### config.mk
export PLATFORM = sky130hd
export DESIGN_NAME = twofish_round_ctrl
export DESIGN_NICKNAME = d
export VERILOG_FILES = /design/src/rtl/twofish_round_ctrl.sv
export SDC_FILE = /design/constraint.sdc
export NUM_CORES = 1
export LEC_CHECK = 0
export BUFFER_PORTS_ARGS = -buffer_cell sky130_fd_sc_hd__buf_2
export CAP_MARGIN = 20
export CORE_AREA = 2 2 299 301
export CTS_CLUSTER_SIZE = 16
export DETAILED_ROUTE_END_ITERATION = 10
export DIE_AREA = 0 0 301 303
export HOLD_SLACK_MARGIN = 0.12
export PLACE_DENSITY = 0.4
export SLEW_MARGIN = 20
export SYNTH_ARGS = -nofsm -noshare
export SYNTH_HDL_FRONTEND = slang
export SYNTH_SLANG_ARGS = --single-unit
### constraint.sdc
create_clock -name clk -period 2.2 [get_ports clk]
set_input_delay 0.11 -clock clk [delete_from_list [all_inputs] [get_ports clk]]
set_output_delay 0.11 -clock clk [all_outputs]
set_load 0.01 [all_outputs]
### src/rtl/twofish_round_ctrl.sv
// Twofish encrypt sequencer: input whitening, ROUNDS passes through an external
// combinational round stage, then final-swap undo plus output whitening.
module twofish_round_ctrl #(
    parameter int ROUNDS = 16,
    parameter int RW     = 4
) (
    input  logic           clk,
    input  logic           rst,
    input  logic           in_valid,
    output logic           in_ready,
    input  logic [127:0]   pt,
    input  logic [255:0]   wkey,
    output logic [31:0]    st_r0,
    output logic [31:0]    st_r1,
    output logic [31:0]    st_r2,
    output logic [31:0]    st_r3,
    output logic [RW-1:0]  rnd_idx,
    input  logic [31:0]    nx_r0,
    input  logic [31:0]    nx_r1,
    input  logic [31:0]    nx_r2,
    input  logic [31:0]    nx_r3,
    output logic           busy,
    output logic           out_valid,
    input  logic           out_ready,
    output logic [127:0]   ct
);
    typedef enum logic [1:0] {IDLE, ROUND, DONE} state_t;

    localparam logic [RW-1:0] LAST = RW'(ROUNDS - 1);

    state_t              state_q, state_d;
    logic [3:0][31:0]    st_q, st_d;
    logic [3:0][31:0]    kout_q, kout_d;   // K4..K7, index 0 = K4
    logic [127:0]        ct_q, ct_d;
    logic [RW-1:0]       rnd_q, rnd_d;
    logic                out_valid_q, out_valid_d;
    logic [3:0][31:0]    nx;

    assign nx = {nx_r3, nx_r2, nx_r1, nx_r0};

    always_comb begin
        state_d     = state_q;
        st_d        = st_q;
        kout_d      = kout_q;
        ct_d        = ct_q;
        rnd_d       = rnd_q;
        out_valid_d = out_valid_q;
        case (state_q)
            IDLE: begin
                if (in_valid) begin
                    for (int i = 0; i < 4; i++)
                        st_d[i] = pt[32*i +: 32] ^ wkey[32*i +: 32];
                    kout_d  = wkey[255:128];
                    rnd_d   = '0;
                    state_d = ROUND;
                end
            end
            ROUND: begin
                st_d = nx;
                if (rnd_q == LAST) begin
                    // Round stage output is post-swap; pair words 2,3,0,1 with K4..K7.
                    ct_d = {nx[1] ^ kout_q[3], nx[0] ^ kout_q[2],
                            nx[3] ^ kout_q[1], nx[2] ^ kout_q[0]};
                    out_valid_d = 1'b1;
                    state_d     = DONE;
                end else begin
                    rnd_d = rnd_q + RW'(1);
                end
            end
            DONE: begin
                if (out_ready) begin
                    out_valid_d = 1'b0;
                    rnd_d       = '0;
                    state_d     = IDLE;
                end
            end
            default: state_d = IDLE;
        endcase
    end

    always_ff @(posedge clk) begin
        if (rst) begin
            state_q     <= IDLE;
            st_q        <= '0;
            kout_q      <= '0;
            ct_q        <= '0;
            rnd_q       <= '0;
            out_valid_q <= 1'b0;
        end else begin
            state_q     <= state_d;
            st_q        <= st_d;
            kout_q      <= kout_d;
            ct_q        <= ct_d;
            rnd_q       <= rnd_d;
            out_valid_q <= out_valid_d;
        end
    end

    assign in_ready  = (state_q == IDLE);
    assign busy      = (state_q != IDLE);
    assign out_valid = out_valid_q;
    assign ct        = ct_q;
    assign rnd_idx   = rnd_q;
    assign st_r0     = st_q[0];
    assign st_r1     = st_q[1];
    assign st_r2     = st_q[2];
    assign st_r3     = st_q[3];
endmodule

==> impl_summary.txt <==
----------------------------------------------------
[Outcome]
  Status ... completed

[Cells and area]
  Final #Nets ... 3412
  Area added between synthesis and finish ... 66.4%
  Share of layout cells above drive strength 1 ... 0.343
  Final Instance Area ... 28200 sq um
  Fill count ... 9161
  Antenna diodes ... 0
  Post-layout utilization of the core ... 0.320

[Synthesis]
  Seq cells post-synth ... 391
  Yosys Warn Count ... 0
  Area contributors post-synth ... dfxtp_1 46%, a211oi_2 8.1%, a21oi_1 7.6%, o2bb2ai_1 6.6%, xnor2_1 6.6%
  Synthesized instance count ... 1737
  Syn Nets ... 2254
  Portion of synthesized cell area occupied by the leading cell type ... 0.463
  Proportion of synthesized chip area in sequential cells ... 0.463
  Number of library cell types mapped by synthesis ... 33
  Cell type with the highest aggregate area in the netlist ... dfxtp_1
  Post-synthesis instance area ... 16900 sq um
  Mean cell area of the mapped netlist ... 9.74 sq um

[Pwr]
  Clock Power Share ... 0.425
  Standby leakage power ... 11.5 nW
  Sw power ... 5.04 mW
  Register share of total power ... 0.401
  Internal Pwr Total ... 14.0 mW
  Combinational share of power ... 0.174
  Fraction of power spent switching nets ... 0.264
  Largest vdd supply drop ... 638 uV
  Pwr dens ... 677 nW/um^2

[Clock network]
  Clk slew on worst S/H paths ... 0.06 ns
  Cell at the root of the clock tree ... clkbuf_16
  Max clock buf depth ... 3
  Latest clock arrival within the worst-skew pair ... 0.58 ns
  Count of clock tree sinks ... 391
  CTS tree ... yes
  Clock buffers created by TritonCTS ... 49
  H-tree lvl count ... 2
  Setup bufs post-CTS ... 0

[Setup path]
  Slack of the worst reg-to-reg path ... 0.19 ns
  Kind of critical path ... reg2out
  Arrival time worst endpoint ... 1.96 ns
  Req. time, crit path ... 2.09 ns
  Type of element capturing the critical path ... output port
  Maximum fanout encountered on the critical timing path ... 93
  Kind of launch point of the worst setup path ... flop

[STA]
  Final Hold Violating Endpoints ... 0
  Fin. max-slew vios ... 0
  Portion of the clock cycle consumed by the worst path in the final layout ... 0.941
  Total setup violations reported at the end of the flow ... 0
  RSZ-0062 raised after global routing ... no
  Worst Clk Skew ... 0.0208 ns
  Setup tns final ... 0 ns
  Tightest Pin Transition ... 0.723 ns
  Max_slew headroom ... 0.518
  Hold Worst Slack ... 0.239 ns
  Minimum period implied by the final worst setup slack ... 2.07 ns
  Maximum clock rate ... 483 MHz

[Global routing]
  Pin count of the biggest net entering global routing ... 129
  Overflow after GRT ... 0
  Vias in the first global route ... 18600
  Global-route wire length before repair ... 109 mm
  All-layer global routing usage ... 0.154
  Antenna violations before repair ... 2

[Floorplan]
  Overall die area ... 91200 sq um
  I/O pin total ... 779
  Core area ... 88000 sq um
  Die Y ... 303 um
  Standard-cell row count ... 109
  Starting utilization of the core area ... 0.192
  Chip width ... 301 um

[Detailed routing]
  Routed vias/inst ... 4.36
  Residual DRC ... 0
  Number of vias in the routed layout ... 17900
  Initial DRC Count ... 837
  Routed length per instance ... 18.2 um
  ANT nets after route ... 0
  Total Wirelength ... 74.6 mm
  Detailed-routing iteration count for the pre-antenna-repair pass ... 5

[Min path]
  Type of the worst min-delay path ... in2reg

[Placement]
  Final HPWL from detailed placement ... 50.8 mm
  Final weighted congestion in routability-driven placement ... 0.811
  Post-Place Cell Area ... 22000 sq um
  PortBufs ... 778

[Job]
  Max_cap viols ... 0

----------------------------------------------------
timing repair:
action | 4_1_cts | 5_1_grt
endpoints found under the hold margin | 391 | 0
setup endpoints to repair | 0 | 1
resized for setup | 0 | 1
hold buffers | 456 | 0
worst max-delay path: stages, from the launching register on:
cell     delay [ns]
dfxtp_4        0.48
buf_16         0.42
or2_2          0.27
inv_1          0.05
buf_2          0.13
Yosys cell counts, drive strengths merged:
cell type / number
o21ba: 1
o2bb2ai: 128
o22ai: 1
o21ai: 1
nor2b: 3
ha: 1
nand2: 257
a21oi: 257
a221o: 1
clkbuf: 50
or2: 2
inv: 5
or3b: 1
xnor2: 128
nand3b: 3
buf: 107
a31oi: 4
and2: 1
mux2i: 1
and3: 2
a211oi: 128
a21o: 1
a22oi: 129
nand4: 1
nor2: 4
nor3b: 1
dfxtp: 391
xor2: 128
layout by cell type, fill, tap and decap left out, types with 2 or more instances in the layout:
master	count
dlygate4sd3_1	456
dfxtp_1	390
nand2_1	257
buf_2	777
nand3b_1	3
xnor2_1	128
nor2_1	3
a31oi_1	4
a211oi_1	18
clkbuf_16	49
o2bb2ai_1	128
a22oi_1	129
clkbuf_8	9
buf_12	17
bufinv_16	4
inv_1	5
a21oi_1	257
clkinv_2	8
buf_4	12
a211oi_2	110
xor2_1	128
nor2b_4	2
clkbuf_1	12
inv_6	2
cells by family (layout without fill, tap and decap cells):
| kind of cell | count (synthesis) | count (layout) | share of synthesized area |
|---|---|---|---|
| AOI/OAI and AO/OA | 651 | 651 | 0.293 |
| DFF | 391 | 391 | 0.463 |
| and+or+nand+nor | 275 | 275 | 0.0642 |
| xor gates and xnor gates | 256 | 256 | 0.133 |
| buffers and inverters | 162 | 1355 | 0.0467 |
| adders and majority gates | 1 | 1 | 0.000739 |
| muxes | 1 | 1 | 0.000592 |
path summary, 6_finish.rpt:
path               from  depth (start not counted)         to
min reg2reg    st_r3[7]                          1   st_r3[7]
max reg2reg  state_q[0]                          4  st_r3[27]
max          state_q[0]                          4   in_ready
min             pt[126]                          4  st_r3[30]
area by class of cell:
| cell class | count | area (sq um) | area share |
|---|---|---|---|
| well taps | 1165 | 1460 | 0.0518 |
| repair buffers | 1264 | 8930 | 0.317 |
| inverters | 5 | 18.8 | 0.000667 |
| multi-input cells | 1184 | 8340 | 0.296 |
| clock buffers | 70 | 1400 | 0.0495 |
| clock inverters | 16 | 193 | 0.00684 |
| flip-flops and latches | 391 | 7830 | 0.278 |
sequential cells by signal (all words and copies together) (netlist names):
name,flops
ct,128
kout_q,128
st_r0,32
st_r1,32
st_r2,32
st_r3,32
rnd_idx,4
state_q,2
out_valid,1
power by group through the flow:
stage / clock network [mW] / registers [mW] / logic (mW)
2_1_floorplan: 0 / 7.85 / 1.18
3_3_place_gp: 0 / 7.78 / 2.49
3_5_place_dp: 0 / 7.78 / 2.51
4_1_cts: 8.45 / 7.63 / 3.33
5_1_grt: 8.72 / 7.67 / 3.60
6_report: 8.10 / 7.64 / 3.32
routing by layer:
metal  vias to the layer above  global-route usage  wire length, um
met5                         -                   0               12
met4                         2              0.0653             2880
met3                       142              0.0302             4360
met2                       642               0.284            38400
met1                      8549               0.170            29000
li1                       8523                   -                -
metrics by stage:
step	cells	total power, mW	setup WS (ns)
detailed placement	3553	10.3	0.388
finish	4095	19.1	0.131
CTS	4095	19.4	0.0363
floorplan	1737	9.03	0.628
global placement	3553	10.3	0.399
global route	4095	20.0	0.0281
No activity file was read; power rests on OpenSTA's default activity.
